==> config.mk <==
export PLATFORM = sky130hd
export DESIGN_NAME = axi_lite_resp_timeout
export DESIGN_NICKNAME = d
export VERILOG_FILES = /design/src/rtl/axi_pkg.sv /design/src/rtl/axi_lite_resp_timeout_pkg.sv /design/src/rtl/axi_lite_timeout_ch.sv /design/src/rtl/axi_lite_resp_timeout.sv
export SDC_FILE = /design/constraint.sdc
export NUM_CORES = 1
export LEC_CHECK = 0
export ABC_AREA = 1
export CAP_MARGIN = 10
export CORE_AREA = 3 3 118 120
export CTS_BUF_LIST = sky130_fd_sc_hd__clkbuf_4 sky130_fd_sc_hd__clkbuf_8
export DETAILED_ROUTE_END_ITERATION = 10
export DIE_AREA = 0 0 121 123
export PLACE_DENSITY = 0.72
export SLEW_MARGIN = 10
export SYNTH_ARGS = -nofsm -noshare
export SYNTH_HDL_FRONTEND = slang
export SYNTH_SLANG_ARGS = --single-unit
==> constraint.sdc <==
create_clock -name clk_i -period 1.6 [get_ports clk_i]
set_clock_uncertainty 0.05 [all_clocks]
set_input_delay 0.32 -clock clk_i [delete_from_list [all_inputs] [get_ports clk_i]]
set_output_delay 0.32 -clock clk_i [all_outputs]
set_load 0.05 [all_outputs]
==> src/rtl/axi_pkg.sv <==
// Shared AXI response encodings used by the AXI4-Lite blocks.
package axi_pkg;

  typedef logic [1:0] resp_t;

  localparam resp_t RESP_OKAY   = 2'b00;
  localparam resp_t RESP_SLVERR = 2'b10;

endpackage

==> src/rtl/axi_lite_resp_timeout_pkg.sv <==
// Channel FSM encoding and default AXI4-Lite request/response structs for the timeout guard.
package axi_lite_resp_timeout_pkg;

  typedef enum logic [1:0] {
    ST_IDLE,
    ST_RESP,
    ST_ERR,
    ST_DRAIN
  } ch_state_e;

  typedef struct packed {
    logic [31:0] addr;
    logic [2:0]  prot;
  } addr_chan_lite_t;

  typedef struct packed {
    logic [31:0] data;
    logic [3:0]  strb;
  } w_chan_lite_t;

  typedef struct packed {
    axi_pkg::resp_t resp;
  } b_chan_lite_t;

  typedef struct packed {
    logic [31:0]    data;
    axi_pkg::resp_t resp;
  } r_chan_lite_t;

  typedef struct packed {
    addr_chan_lite_t aw;
    logic            aw_valid;
    w_chan_lite_t    w;
    logic            w_valid;
    logic            b_ready;
    addr_chan_lite_t ar;
    logic            ar_valid;
    logic            r_ready;
  } req_lite_t;

  typedef struct packed {
    logic         aw_ready;
    logic         w_ready;
    b_chan_lite_t b;
    logic         b_valid;
    logic         ar_ready;
    r_chan_lite_t r;
    logic         r_valid;
  } rsp_lite_t;

endpackage

==> src/rtl/axi_lite_timeout_ch.sv <==
// One direction of the response-timeout guard: tracks request handshakes, waits for the
// response, and substitutes an error response (then drains the late one) on expiry.
module axi_lite_timeout_ch
  import axi_lite_resp_timeout_pkg::*;
#(
  parameter int unsigned TimeoutCycles  = 256,
  parameter bit          TwoReqChannels = 1'b1
) (
  input  logic clk_i,
  input  logic rst_ni,
  input  logic slv_a_valid,
  output logic slv_a_ready,
  output logic mst_a_valid,
  input  logic mst_a_ready,
  input  logic slv_b_valid,
  output logic slv_b_ready,
  output logic mst_b_valid,
  input  logic mst_b_ready,
  output logic slv_rsp_valid,
  input  logic slv_rsp_ready,
  input  logic mst_rsp_valid,
  output logic mst_rsp_ready,
  output logic rsp_err,
  output logic timeout
);

  localparam int unsigned      CntWidth = $clog2(TimeoutCycles);
  localparam logic [CntWidth-1:0] CntLast = CntWidth'(TimeoutCycles - 1);

  ch_state_e             state_q, state_d;
  logic [CntWidth-1:0]   cnt_q;
  logic                  a_done_q, b_done_q, late_seen_q;
  logic                  a_fire, b_fire, a_complete, b_complete, start_resp, expire;

  assign a_fire     = mst_a_valid & mst_a_ready;
  assign b_fire     = mst_b_valid & mst_b_ready;
  assign a_complete = a_done_q | a_fire;
  // With a single request channel the second half counts as always complete.
  assign b_complete = !TwoReqChannels | b_done_q | b_fire;
  assign start_resp = (state_q == ST_IDLE) & a_complete & b_complete;
  assign expire     = (cnt_q == CntLast);

  always_ff @(posedge clk_i or negedge rst_ni) begin
    if (!rst_ni) state_q <= ST_IDLE;
    else         state_q <= state_d;
  end

  always_comb begin
    state_d = state_q;
    case (state_q)
      ST_IDLE:  if (start_resp) state_d = ST_RESP;
      ST_RESP: begin
        if (mst_rsp_valid && slv_rsp_ready) state_d = ST_IDLE;
        else if (!mst_rsp_valid && expire)  state_d = ST_ERR;
      end
      ST_ERR: begin
        if (slv_rsp_ready) state_d = (late_seen_q || mst_rsp_valid) ? ST_IDLE : ST_DRAIN;
      end
      ST_DRAIN: if (mst_rsp_valid) state_d = ST_IDLE;
      default:  state_d = ST_IDLE;
    endcase
  end

  always_comb begin
    slv_a_ready   = 1'b0;
    mst_a_valid   = 1'b0;
    slv_b_ready   = 1'b0;
    mst_b_valid   = 1'b0;
    slv_rsp_valid = 1'b0;
    mst_rsp_ready = 1'b0;
    rsp_err       = 1'b0;
    timeout       = 1'b0;
    case (state_q)
      ST_IDLE: begin
        mst_a_valid   = slv_a_valid & ~a_done_q;
        slv_a_ready   = mst_a_ready & ~a_done_q;
        mst_b_valid   = slv_b_valid & ~b_done_q;
        slv_b_ready   = mst_b_ready & ~b_done_q;
        slv_rsp_valid = mst_rsp_valid;
        mst_rsp_ready = slv_rsp_ready;
      end
      ST_RESP: begin
        slv_rsp_valid = mst_rsp_valid;
        mst_rsp_ready = slv_rsp_ready;
        timeout       = !mst_rsp_valid && expire;
      end
      ST_ERR: begin
        slv_rsp_valid = 1'b1;
        mst_rsp_ready = 1'b1;
        rsp_err       = 1'b1;
      end
      ST_DRAIN: mst_rsp_ready = 1'b1;
      default: ;
    endcase
  end

  always_ff @(posedge clk_i or negedge rst_ni) begin
    if (!rst_ni) begin
      a_done_q    <= 1'b0;
      b_done_q    <= 1'b0;
      late_seen_q <= 1'b0;
      cnt_q       <= '0;
    end else begin
      a_done_q    <= start_resp ? 1'b0 : (a_done_q | a_fire);
      b_done_q    <= start_resp ? 1'b0 : (b_done_q | b_fire);
      late_seen_q <= (state_q == ST_ERR) & (late_seen_q | mst_rsp_valid);
      // Counter only runs while waiting; it stops at the expiry value rather than wrapping.
      if (state_q != ST_RESP)                    cnt_q <= '0;
      else if (!mst_rsp_valid && cnt_q != '1)    cnt_q <= cnt_q + 1'b1;
    end
  end

endmodule

==> src/rtl/axi_lite_resp_timeout.sv <==
// AXI4-Lite response-timeout guard: pass-through with SLVERR substitution when a peripheral
// fails to answer B or R in time. Only struct field routing lives here.
module axi_lite_resp_timeout
  import axi_pkg::*;
  import axi_lite_resp_timeout_pkg::*;
#(
  parameter int unsigned TimeoutCycles = 256,
  parameter type axi_lite_req_t = req_lite_t,
  parameter type axi_lite_rsp_t = rsp_lite_t
) (
  input  logic          clk_i,
  input  logic          rst_ni,
  input  axi_lite_req_t slv_req_i,
  output axi_lite_rsp_t slv_resp_o,
  output axi_lite_req_t mst_req_o,
  input  axi_lite_rsp_t mst_resp_i,
  output logic          w_timeout_o,
  output logic          r_timeout_o
);

  logic aw_valid, aw_ready, w_valid, w_ready, b_valid, b_ready, w_err;
  logic ar_valid, ar_ready, r_valid, r_ready, r_err;
  logic rd_unused_b_ready, rd_unused_b_valid;

  axi_lite_timeout_ch #(
    .TimeoutCycles (TimeoutCycles),
    .TwoReqChannels(1'b1)
  ) i_write (
    .clk_i        (clk_i),
    .rst_ni       (rst_ni),
    .slv_a_valid  (slv_req_i.aw_valid),
    .slv_a_ready  (aw_ready),
    .mst_a_valid  (aw_valid),
    .mst_a_ready  (mst_resp_i.aw_ready),
    .slv_b_valid  (slv_req_i.w_valid),
    .slv_b_ready  (w_ready),
    .mst_b_valid  (w_valid),
    .mst_b_ready  (mst_resp_i.w_ready),
    .slv_rsp_valid(b_valid),
    .slv_rsp_ready(slv_req_i.b_ready),
    .mst_rsp_valid(mst_resp_i.b_valid),
    .mst_rsp_ready(b_ready),
    .rsp_err      (w_err),
    .timeout      (w_timeout_o)
  );

  axi_lite_timeout_ch #(
    .TimeoutCycles (TimeoutCycles),
    .TwoReqChannels(1'b0)
  ) i_read (
    .clk_i        (clk_i),
    .rst_ni       (rst_ni),
    .slv_a_valid  (slv_req_i.ar_valid),
    .slv_a_ready  (ar_ready),
    .mst_a_valid  (ar_valid),
    .mst_a_ready  (mst_resp_i.ar_ready),
    .slv_b_valid  (1'b0),
    .slv_b_ready  (rd_unused_b_ready),
    .mst_b_valid  (rd_unused_b_valid),
    .mst_b_ready  (1'b0),
    .slv_rsp_valid(r_valid),
    .slv_rsp_ready(slv_req_i.r_ready),
    .mst_rsp_valid(mst_resp_i.r_valid),
    .mst_rsp_ready(r_ready),
    .rsp_err      (r_err),
    .timeout      (r_timeout_o)
  );

  always_comb begin
    mst_req_o          = slv_req_i;
    mst_req_o.aw_valid = aw_valid;
    mst_req_o.w_valid  = w_valid;
    mst_req_o.b_ready  = b_ready;
    mst_req_o.ar_valid = ar_valid;
    mst_req_o.r_ready  = r_ready;

    slv_resp_o          = mst_resp_i;
    slv_resp_o.aw_ready = aw_ready;
    slv_resp_o.w_ready  = w_ready;
    slv_resp_o.b_valid  = b_valid;
    slv_resp_o.ar_ready = ar_ready;
    slv_resp_o.r_valid  = r_valid;
    // Substituted error responses are constant so they stay stable under back-pressure.
    if (w_err) slv_resp_o.b.resp = RESP_SLVERR;
    if (r_err) begin
      slv_resp_o.r.data = '0;
      slv_resp_o.r.resp = RESP_SLVERR;
    end
  end

endmodule
==> run summary <==
run status - finished, violations left
violated checks - negative setup slack
post-route ant nets - 0
CP endpoint - slv_resp_o[29]
P_leak - 1.98 nW
Clock Pin Slew Worst Setup and Hold Paths - 0.09 ns
global-route wire length before repair - 13800 um
layout cells sized above 1 - 0.450
Crit. End Element - primary output
CP startpoint - i_read.state_q[0]$_DFFE_PN0P_
pwr dens - 1320 nW/um2
min-delay worst type - input pin to async pin
area grow syn2layout - 49.9%
Multi-input gate area - 1360 um2
placed cell area - 3330 um2
H-Tree Depth - 1
mean routed wirelength per cell - 16.5 um
fin worst setup slack - -0.223 ns
Fill cells - 1339
register area - 628 um2
RR Endpoint - i_write.cnt_q[4]$_DFFE_PN0P_
Post-synth EDFFs - 0
Hold Vio Cnt, Final - 0
Switch Pwr - 2.77 mW
Max Slew Vio Count - 0
asr flop ratio synth - 1.00
Nets - 588
drt pass-1 iters - 4
Main synth FF type - dfrtp_1
fin cells - 608
Gate power share - 0.773
peak supply drop - 535 uV
Startpoint Class - register
placed cell count - 576
DRC - 0
horizontal die dimension - 121 um
Setup Viol. Count Final - 42
clock root cell - clkbuf_8
Reg2Reg Launch Point - i_write.cnt_q[0]$_DFFE_PN0P_
via/cell ratio - 4.04
Slew HR - 0.760
Syn Std Cell Area - 2780 um2
total global-route track usage - 0.122
Via Count - 2459
DRT iter0 DRCs - 102
Worst Max-Slew Pin Slew - 0.361 ns
CTS buffer count - 3
CORE AREA - 13100 um2
final WL - 10000 um
number of I/O pins - 308
Sink Count - 25
max cap viols - 0
RSZ-0062 raised after global routing - true
Seq pwr share - 0.153
#FFs+latches synth - 25
worst-path maximum fanout - 6
clk_lat worst skew - 0.27 ns
CTS tree - done
mean post-synth cell area - 6.96 um2
Worst path slowest cell - dfrtp_2
Synth Warn # - 0
worst-path cell chain - nor2_4 > buf_12 > clkbuf_16 > nor2_2 > buf_6
vias in the first global route - 2493
fin crit period - 1.82 ns
Seq/Total Area, Yosys - 0.225
Synthesized Nets - 556
flop2flop setup slack - 0.05 ns
gpl congestion - 0.791
Worst Path Arrival - 1.45 ns
Std-Cell Rows - 42
switching share of power - 0.500
chip height - 123 um
Congestion Overflow GR - 0
Initial Util - 0.213
WS Path Type - register to primary output
clock share of power - 0.074
design area - 4170 um2
Bufs on Longest Clock Path - 2
initial antenna violation count - 1
f_max - 549 MHz
post-synth cell types - 34
DP HPWL - 7290 um
FF-to-FF path depth - 10
Pint - 2.76 mW
post-route clock period utilization - 1.14
Hold Slack - 0.357 ns
Mapped Cells - 400
full die area - 14900 um2
final core occ - 0.319
Buffers on Ports - 95
Req. time, crit path - 1.23 ns
largest net degree at the start of global routing - 26
Max stage delay on crit path - 0.46 ns
-- critical path: cells and delay by family (launching register included) --
family,cells,cell delay [ns]
buffers and inverters,3,0.48
flip-flops,1,0.46
AND/OR/NAND/NOR,2,0.23
-- cells in the mapped netlist, drive strengths merged, types with 2 or more instances --
master | instances | area, um2
ha | 2 | 25.0
nand2 | 54 | 233
a21oi | 13 | 103
inv | 73 | 274
or2 | 2 | 12.5
nor3 | 7 | 35.0
o21ai | 13 | 68.8
dfrtp | 25 | 626
nand4 | 4 | 25.0
nor2 | 57 | 267
nand3 | 21 | 145
buf | 120 | 891
-- layout by cell type (no fill, tap or decap), drive strengths merged, types with 4 or more instances in the layout --
master	Yosys	layout
buf	120	98
inv	73	73
nor2	57	57
nand2	54	54
clkdlybuf4s50	0	47
dfrtp	25	25
nand3	21	21
a21oi	13	14
o21ai	13	13
nor3	7	7
clkbuf	0	5
nand4	4	4
-- what timing repair did --
action                                 in CTS  in global routing
setup endpoints to repair                  46                 54
gates cloned                                2                  2
resized for setup                         107                 37
pin swaps                                  10                 12
buffers inserted                           16                  9
endpoints found under the hold margin       0                  0
hold buffers                                0                  0
-- through the flow --
step / setup TNS [ns] / worst slack (ns) / power, mW
CTS: -6.64 / -0.222 / 5.30
detailed placement: -0.510 / -0.141 / 4.09
finish: -7.01 / -0.223 / 5.53
global placement: -0.445 / -0.124 / 4.07
floorplan: -3.81 / -0.124 / 3.54
global route: -10.49 / -0.295 / 5.85
-- state kept, by name (all words and copies together) (netlist names) --
name / count
i_read.a_done_q: 1
i_read.late_seen_q: 1
i_write.late_seen_q: 1
i_write.state_q: 2
i_read.state_q: 2
i_read.cnt_q: 8
i_write.b_done_q: 1
i_write.cnt_q: 8
i_write.a_done_q: 1
-- kinds of logic (layout without fill, tap and decap cells) --
group                    count (synthesis)  count (layout)  share of synthesized area
buffers and inverters                  193             223                      0.418
AND/OR/NAND/NOR                        145             145                      0.258
AO/OA/AOI/OAI                           34              35                     0.0872
flip-flops                              25              25                      0.225
adder cells (fa/ha/maj)                  2               2                    0.00899
XOR/XNOR                                 1               1                    0.00315
other                                    0               1                          0
-- power groups by stage --
stage	Sequential [mW]	Clock (mW)	Combinational (mW)
after floorplan	0.821	0	2.72
after global placement	0.832	0	3.24
after detailed placement	0.835	0	3.26
after CTS	0.841	0.444	4.02
after global routing	0.861	0.468	4.52
final	0.849	0.408	4.27
-- per-layer routing --
metal | vias to the layer above | share of wire | global-route usage
li1 | 1161 | - | -
met1 | 1113 | 0.32 | 0.123
met2 | 129 | 0.47 | 0.188
met3 | 52 | 0.12 | 0.0691
met4 | 4 | 0.079 | 0.0850
met5 | - | 0.011 | 0.0556
-- layout make-up --
cell class | instances | area share
Sequential cell | 25 | 0.150
Clock buffer | 4 | 0.0117
Antenna cell | 1 | 0.000600
Inverter | 73 | 0.0662
Tap cell | 176 | 0.0528
Multi-Input combinational cell | 183 | 0.326
Timing Repair Buffer | 146 | 0.392
-- how the worst min path moves through the flow --
stage,from,to,slack (ns),cells after the start
after detailed placement,i_write.late_seen_q$_DFF_PN0_,i_write.late_seen_q$_DFF_PN0_,0.45,2
after global routing,rst_ni,i_write.cnt_q[0]$_DFFE_PN0P_,0.39,2
after CTS,rst_ni,i_write.cnt_q[3]$_DFFE_PN0P_,0.37,2
after floorplan,rst_ni,i_read.a_done_q$_DFF_PN0_,-0.03,0
after global placement,i_read.late_seen_q$_DFF_PN0_,i_read.late_seen_q$_DFF_PN0_,0.45,2
final,rst_ni,i_write.cnt_q[0]$_DFFE_PN0P_,0.36,2
Note: power is estimated with default switching activity, not from simulation.
